==> config.mk <==
export PLATFORM = sky130hd
export DESIGN_NAME = if_id_queue_flat
export DESIGN_NICKNAME = d
export VERILOG_FILES = /design/src/rtl/if_id_queue_pkg.sv /design/src/rtl/if_id_queue_if.sv /design/src/rtl/if_id_queue_mem.sv /design/src/rtl/if_id_queue.sv /design/src/flat_wrapper.sv
export SDC_FILE = /design/constraint.sdc
export NUM_CORES = 2
export LEC_CHECK = 0
export ABC_AREA = 1
export CAP_MARGIN = 10
export CELL_PAD_IN_SITES_DETAIL_PLACEMENT = 0
export CELL_PAD_IN_SITES_GLOBAL_PLACEMENT = 1
export CORE_UTILIZATION = 40
export CTS_BUF_LIST = sky130_fd_sc_hd__clkbuf_8
export CTS_CLUSTER_DIAMETER = 100
export DETAILED_ROUTE_END_ITERATION = 12
export GPL_ROUTABILITY_DRIVEN = 0
export HOLD_SLACK_MARGIN = 0.03
export PLACE_DENSITY = 0.91
export SLEW_MARGIN = 20
export SYNTH_ARGS = -nofsm -noshare
export SYNTH_HDL_FRONTEND = slang
export SYNTH_SLANG_ARGS = --single-unit
export TNS_END_PERCENT = 5
==> constraint.sdc <==
create_clock -name aclk -period 4.3 [get_ports aclk]
set_clock_uncertainty 0.1 [all_clocks]
set_input_delay 0.86 -clock aclk [delete_from_list [all_inputs] [get_ports aclk]]
set_output_delay 0.86 -clock aclk [all_outputs]
set_load 0.005 [all_outputs]
==> src/rtl/if_id_queue_pkg.sv <==
// Shared constants for the IF/ID instruction queue: NOP encoding, reset PC
// and the packed entry width {pc, inst, npc, pred_taken}.
package if_id_queue_pkg;

    localparam logic [31:0] INST_NOP    = 32'h0340_0000;
    localparam logic [31:0] INIT_ADDR   = 32'h1c00_0000;
    localparam int          XLEN_DEF    = 32;
    localparam int          IFQ_ENTRY_W = 3 * XLEN_DEF + 1;

    function automatic int ifq_entry_w(input int xlen);
        return 3 * xlen + 1;
    endfunction

endpackage

==> src/rtl/if_id_queue_if.sv <==
// Fetch/decode side bundle of the IF/ID queue. The master drives pushes,
// accepts and flush; the slave (the queue) drives ready, head entries and count.
interface if_id_queue_if #(
    parameter int DEPTH = 8,
    parameter int XLEN  = 32
);
    logic                    flush;
    logic [1:0]              in_valid;
    logic [2*XLEN-1:0]       in_pc;
    logic [2*XLEN-1:0]       in_inst;
    logic [2*XLEN-1:0]       in_npc;
    logic [1:0]              in_pred_taken;
    logic                    in_ready;
    logic [1:0]              out_valid;
    logic [2*XLEN-1:0]       out_pc;
    logic [2*XLEN-1:0]       out_inst;
    logic [2*XLEN-1:0]       out_npc;
    logic [1:0]              out_pred_taken;
    logic [1:0]              out_accept;
    logic [$clog2(DEPTH):0]  count;

    modport master (
        output flush, in_valid, in_pc, in_inst, in_npc, in_pred_taken, out_accept,
        input  in_ready, out_valid, out_pc, out_inst, out_npc, out_pred_taken, count
    );

    modport slave (
        input  flush, in_valid, in_pc, in_inst, in_npc, in_pred_taken, out_accept,
        output in_ready, out_valid, out_pc, out_inst, out_npc, out_pred_taken, count
    );

endinterface

==> src/rtl/if_id_queue_mem.sv <==
// Entry storage: two write ports with enables, two asynchronous read ports.
// The array is never reset; invalid slots are masked by the queue control.
module if_id_queue_mem #(
    parameter  int DEPTH = 8,
    parameter  int W     = 97,
    localparam int AW    = $clog2(DEPTH)
) (
    input  logic          aclk,
    input  logic          we0_i,
    input  logic          we1_i,
    input  logic [AW-1:0] waddr0_i,
    input  logic [AW-1:0] waddr1_i,
    input  logic [W-1:0]  wdata0_i,
    input  logic [W-1:0]  wdata1_i,
    input  logic [AW-1:0] raddr0_i,
    input  logic [AW-1:0] raddr1_i,
    output logic [W-1:0]  rdata0_o,
    output logic [W-1:0]  rdata1_o
);

    logic [W-1:0] mem_q [DEPTH];

    // Write both push slots; the two addresses always differ when both enabled.
    always_ff @(posedge aclk) begin
        if (we0_i) mem_q[waddr0_i] <= wdata0_i;
        if (we1_i) mem_q[waddr1_i] <= wdata1_i;
    end

    assign rdata0_o = mem_q[raddr0_i];
    assign rdata1_o = mem_q[raddr1_i];

endmodule

==> src/rtl/if_id_queue.sv <==
// Dual-issue IF/ID instruction queue: circular buffer control, push/pop
// handshake and NOP masking of the two head slots.
module if_id_queue
    import if_id_queue_pkg::*;
#(
    parameter int DEPTH = 8,
    parameter int XLEN  = 32
) (
    input  logic          aclk,
    input  logic          aresetn,
    if_id_queue_if.slave  bus
);

    localparam int AW = $clog2(DEPTH);
    localparam int CW = AW + 1;
    localparam int EW = ifq_entry_w(XLEN);

    logic [AW-1:0] rptr_q, rptr_d;
    logic [AW-1:0] wptr_q, wptr_d;
    logic [CW-1:0] count_q, count_d;
    logic [1:0]    push_n, pop_n, acc, valid;
    logic          ready;
    logic [EW-1:0] wdata0, wdata1, rdata0, rdata1;

    // Ready only depends on registered occupancy, never on a same-cycle pop.
    assign ready = (count_q <= CW'(DEPTH - 2));

    // Head availability from occupancy: 00, 01 or 11 only.
    always_comb begin
        valid = 2'b00;
        if (count_q >= CW'(2))      valid = 2'b11;
        else if (count_q == CW'(1)) valid = 2'b01;
    end

    assign acc = bus.out_accept & valid;

    // Push/pop amounts are prefix lengths; 10 patterns collapse to zero.
    always_comb begin
        push_n = 2'd0;
        pop_n  = 2'd0;
        if (ready && bus.in_valid[0]) push_n = bus.in_valid[1] ? 2'd2 : 2'd1;
        if (acc[0])                   pop_n  = acc[1] ? 2'd2 : 2'd1;
    end

    // Next pointer/occupancy values for a normal (non-flush) cycle.
    always_comb begin
        wptr_d  = wptr_q + AW'(push_n);
        rptr_d  = rptr_q + AW'(pop_n);
        count_d = count_q + CW'(push_n) - CW'(pop_n);
    end

    // Reset and flush both drop every entry at the next edge.
    always_ff @(posedge aclk) begin
        if (!aresetn || bus.flush) begin
            rptr_q  <= '0;
            wptr_q  <= '0;
            count_q <= '0;
        end else begin
            rptr_q  <= rptr_d;
            wptr_q  <= wptr_d;
            count_q <= count_d;
        end
    end

    assign wdata0 = {bus.in_pc[0 +: XLEN], bus.in_inst[0 +: XLEN],
                     bus.in_npc[0 +: XLEN], bus.in_pred_taken[0]};
    assign wdata1 = {bus.in_pc[XLEN +: XLEN], bus.in_inst[XLEN +: XLEN],
                     bus.in_npc[XLEN +: XLEN], bus.in_pred_taken[1]};

    if_id_queue_mem #(
        .DEPTH (DEPTH),
        .W     (EW)
    ) u_mem (
        .aclk     (aclk),
        .we0_i    (push_n != 2'd0),
        .we1_i    (push_n == 2'd2),
        .waddr0_i (wptr_q),
        .waddr1_i (wptr_q + AW'(1)),
        .wdata0_i (wdata0),
        .wdata1_i (wdata1),
        .raddr0_i (rptr_q),
        .raddr1_i (rptr_q + AW'(1)),
        .rdata0_o (rdata0),
        .rdata1_o (rdata1)
    );

    // Unpack head entries and replace invalid slots with NOP / reset PC.
    always_comb begin
        bus.out_pc         = {XLEN'(INIT_ADDR), XLEN'(INIT_ADDR)};
        bus.out_npc        = {XLEN'(INIT_ADDR), XLEN'(INIT_ADDR)};
        bus.out_inst       = {XLEN'(INST_NOP), XLEN'(INST_NOP)};
        bus.out_pred_taken = 2'b00;
        if (valid[0]) begin
            bus.out_pc[0 +: XLEN]   = rdata0[EW-1 -: XLEN];
            bus.out_inst[0 +: XLEN] = rdata0[EW-1-XLEN -: XLEN];
            bus.out_npc[0 +: XLEN]  = rdata0[XLEN:1];
            bus.out_pred_taken[0]   = rdata0[0];
        end
        if (valid[1]) begin
            bus.out_pc[XLEN +: XLEN]   = rdata1[EW-1 -: XLEN];
            bus.out_inst[XLEN +: XLEN] = rdata1[EW-1-XLEN -: XLEN];
            bus.out_npc[XLEN +: XLEN]  = rdata1[XLEN:1];
            bus.out_pred_taken[1]      = rdata1[0];
        end
    end

    assign bus.in_ready  = ready;
    assign bus.out_valid = valid;
    assign bus.count     = count_q;

endmodule

==> src/flat_wrapper.sv <==
// flat-port wrapper written by rule: the top's interface ports become plain ports
module if_id_queue_flat import if_id_queue_pkg::*;
#(
    parameter int DEPTH = 8,
    parameter int XLEN  = 32
)
  (aclk, aresetn, bus_flush, bus_in_valid, bus_in_pc, bus_in_inst, bus_in_npc, bus_in_pred_taken, bus_out_accept, bus_in_ready, bus_out_valid, bus_out_pc, bus_out_inst, bus_out_npc, bus_out_pred_taken, bus_count);
  if_id_queue_if #(.DEPTH(DEPTH), .XLEN(XLEN)) bus_i ();
  input  logic aclk;
  input  logic aresetn;
  input wire logic [$bits(bus_i.flush)-1:0] bus_flush;
  input wire logic [$bits(bus_i.in_valid)-1:0] bus_in_valid;
  input wire logic [$bits(bus_i.in_pc)-1:0] bus_in_pc;
  input wire logic [$bits(bus_i.in_inst)-1:0] bus_in_inst;
  input wire logic [$bits(bus_i.in_npc)-1:0] bus_in_npc;
  input wire logic [$bits(bus_i.in_pred_taken)-1:0] bus_in_pred_taken;
  input wire logic [$bits(bus_i.out_accept)-1:0] bus_out_accept;
  output wire logic [$bits(bus_i.in_ready)-1:0] bus_in_ready;
  output wire logic [$bits(bus_i.out_valid)-1:0] bus_out_valid;
  output wire logic [$bits(bus_i.out_pc)-1:0] bus_out_pc;
  output wire logic [$bits(bus_i.out_inst)-1:0] bus_out_inst;
  output wire logic [$bits(bus_i.out_npc)-1:0] bus_out_npc;
  output wire logic [$bits(bus_i.out_pred_taken)-1:0] bus_out_pred_taken;
  output wire logic [$bits(bus_i.count)-1:0] bus_count;
  assign bus_i.flush = bus_flush;
  assign bus_i.in_valid = bus_in_valid;
  assign bus_i.in_pc = bus_in_pc;
  assign bus_i.in_inst = bus_in_inst;
  assign bus_i.in_npc = bus_in_npc;
  assign bus_i.in_pred_taken = bus_in_pred_taken;
  assign bus_i.out_accept = bus_out_accept;
  assign bus_in_ready = bus_i.in_ready;
  assign bus_out_valid = bus_i.out_valid;
  assign bus_out_pc = bus_i.out_pc;
  assign bus_out_inst = bus_i.out_inst;
  assign bus_out_npc = bus_i.out_npc;
  assign bus_out_pred_taken = bus_i.out_pred_taken;
  assign bus_count = bus_i.count;
  if_id_queue #(.DEPTH(DEPTH), .XLEN(XLEN)) u_core (.aclk(aclk), .aresetn(aresetn), .bus(bus_i));
endmodule
==> out/qor.txt <==
Outcome -> finished, violations left
Failing checks -> setup timing
Total global routing overflow -> 0
Placed Area -> 56,590 um2
Crit path launch type -> register
Worst min-delay path startpoint -> u_core.wptr_q[2]
CTS Hold Bufs -> 0
Die area -> 131,800 um2
Clk sinks -> 786
# Max-Cap Violations -> 0
P&R area growth vs syn -> 14.77%
Top Ports -> 402
Synth Area per Inst -> 6.981 um2
R2R cell count -> 13
Kind of critical path -> reg2out
Post-route DRC -> 0
Req. time, crit path -> 3.34 ns
Slew HR -> 17.08%
Post-Route Utilization -> 46.26%
Netlist Area Pre-Place -> 52,130 um2
Core Rows -> 132
Starting Density -> 40.31%
Max rail drop VDD -> 0.0005368 V
Syn nets -> 7,683
Final Hold Vio Count -> 0
Top layer in use -> met5
Setup-failing EPs final -> 1
CTS Buf Count -> 144
Buf/Inv on CP -> 2
Via count -> 52,410
TNS Setup -> -0.009263 ns
PortBufs -> 401
Reg2reg start -> u_core.bus.count[2]
Root Driver -> clkbuf_8
Fin worst setup slack -> -0.009263 ns
1st-iter DRT viols -> 7,015
XOR/XNOR share of the synthesized area -> 0.08161%
Number of global-route vias before repair -> 48,300
Min cycle time layout -> 4.309 ns
Hold WS -> 0.5349 ns
# fillers -> 12,390
Metal2 WL -> 96,740 um
RSZ-0062 raised after global routing -> true
Complex-gate fraction of the synthesized area -> 4.148%
Final max-slew violation count -> 0
CP dominant cell by count -> nand2_1
Clock-pin transition on the worst setup and hold timing paths -> 0.06 ns
Critical Path, Cell by Cell -> buf_12, nand3_1, nand2_1, nand2_1, nand2_1, nor2_4, clkdlybuf4s50_1
Final ANT Viol Nets -> 0
Met3 wire length -> 24,920 um
Number of H-tree levels -> 4
CP Max Fanout -> 150
Crit share post-route -> 100.2%
DP Worst Slack -> 0.3549 ns
R2R setup slack -> 1.07 ns
CORE AREA -> 129,300 um2
Clock buffer depth -> 3
Main combinational cell family by area after synthesis -> simple AND/OR/NAND/NOR gates
First-pass GRT wire length -> 306,800 um
CP peak stage delay -> 0.61 ns
CP arrival -> 3.35 ns
PD cells -> 520.4 nW/um2
Synth Warn # -> 0
Die Y -> 363.0 um
Via density -> 5.668
Yosys reg bits -> 786
WL per Instance -> 22.59 um
GRT Util Overall -> 30.92%
Most common cell after layout, fill and taps aside -> nand2_1
Routed length on met1 -> 77,570 um
Initial antenna violation count -> 30
Critical Path End -> bus_out_pc[2]
Upper clock frequency limit -> 232.1 MHz
WP depth -> 7
Clk_lat worst skew -> 0.85 ns
Final WL -> 208,800 um
Largest net degree at the start of global routing -> 221
Synth unique cells -> 31
Mux cell area share after synthesis -> 0%
Crit path from -> u_core.rptr_q[1]
Synth Area in Simple Gates -> 41.73%
CTS tree -> yes
Hold Path Class -> reg2reg
Crit path capture type -> primary output
Lkg Pwr -> 0.02581 uW
# nets final -> 7,598
Least-Margin Pin Slew -> 1.244 ns
Post-Syn Instances -> 7,467
Reg2Reg Capture Point -> u_core.bus.count[2]
HPWL after DPL -> 107,800 um
Post-synthesis sequential area ratio -> 45.09%
Layout cell share with drive strength beyond 1 -> 6.156%
Most frequent cells in the layout -> 2,992 x nand2_1, 1,349 x nand3_1, 776 x edfxtp_1
Slowest stage cell on the critical path -> buf_12
Die extent in x -> 363.0 um
Post-Synth Adder-Cell Area -> 0.4176%
Delay-heaviest family, CP -> buffers and inverters
Drt first pass iters -> 6
Final Instance Area -> 59,830 um2
[power by group]
group | internal, uW | switching [uW]
logic | 5780 | 9250
registers | 9030 | 212
clock network | 3450 | 3410
[final cells by class]
cell class                      instances  area, um2  area share, %
Sequential cell                       786      23510          39.30
Multi-Input combinational cell       5690      24440          40.85
Tap cell                             1742       2180          3.643
Timing Repair inverter                  1      8.758        0.01464
Clock buffer                          145       1996          3.336
Inverter                              232      922.1          1.541
Antenna cell                           15      37.54        0.06274
Timing Repair Buffer                  527       6116          10.22
Clock inverter                        108      614.3          1.027
[logic make-up (layout without fill, tap and decap cells)]
family | after synthesis | in the layout
and+or+nand+nor | 5243 | 5244
buffers and inverters | 992 | 1013
DFF | 786 | 786
AOI/OAI and AO/OA | 427 | 427
adders and majority gates | 15 | 15
xor gates and xnor gates | 4 | 4
other | 0 | 15
[state kept, by name (all words and copies together) (netlist names)]
signal / flops
u_core.rptr_q: 3
u_core.wptr_q: 3
u_core.u_mem.mem_q: 776
u_core.bus.count: 4
[per-layer routing]
metal / global-route usage, % / vias to the layer above
met3: 6.439 / 593
met2: 50.15 / 3432
met4: 15.48 / 22
li1: - / 24010
met5: 0 / -
met1: 38.99 / 24350
[worst min path at each step]
stage / to / slack [ns] / depth (start not counted)
3_3_place_gp: u_core.wptr_q[2] / 0.51 / 2
6_report: u_core.wptr_q[2] / 0.53 / 2
2_1_floorplan: u_core.wptr_q[2] / 0.48 / 2
5_1_grt: u_core.wptr_q[2] / 0.56 / 2
4_1_cts: u_core.wptr_q[2] / 0.53 / 2
3_5_place_dp: u_core.wptr_q[2] / 0.52 / 2
[tightest hold or removal path, stage by stage (launching register included)]
cell and delay [ns]:
dfxtp_1 0.37, xor2_1 0.17, nor2_1 0.04
[cell usage after synthesis]
master	number	area, um2
inv_2	3	11.26
buf_1	35	131.4
o211ai_1	9	67.56
o21ai_0	242	1211
inv_1	226	848.3
clkbuf_2	146	730.7
nand2_4	8	90.09
nor2_1	776	2913
a21boi_0	1	7.510
clkbuf_1	250	938.4
ha_1	11	137.6
or2_2	88	550.5
nor2_4	8	90.09
dfxtp_1	10	200.2
nand3_2	5	50.05
fa_1	4	80.08
buf_4	15	112.6
nand4_1	1	6.260
xnor2_1	2	17.52
nor2_2	1	6.260
and2_1	1	6.260
buf_6	15	168.9
clkinv_1	3	11.26
edfxtp_1	776	23300
o21ai_1	58	290.3
a21oi_1	117	585.6
xnor2_2	1	16.27
nand3_1	1354	6777
buf_2	299	1496
nand2_1	3001	11260
xor2_1	1	8.760
[stage by stage]
stage,instances,total power (uW)
after floorplan,7467,16780
after global placement,8961,23340
after detailed placement,8961,23520
after CTS,9231,30880
after global routing,9241,32610
final,9246,31140
[timing repair]
item                       in CTS  in global routing
setup endpoints to repair     190                 85
gates cloned                    6                  0
pin swaps                       4                  0
gates resized for setup        42                 41
setup buffers                  11                  0
(Power assumes the default switching activity.)
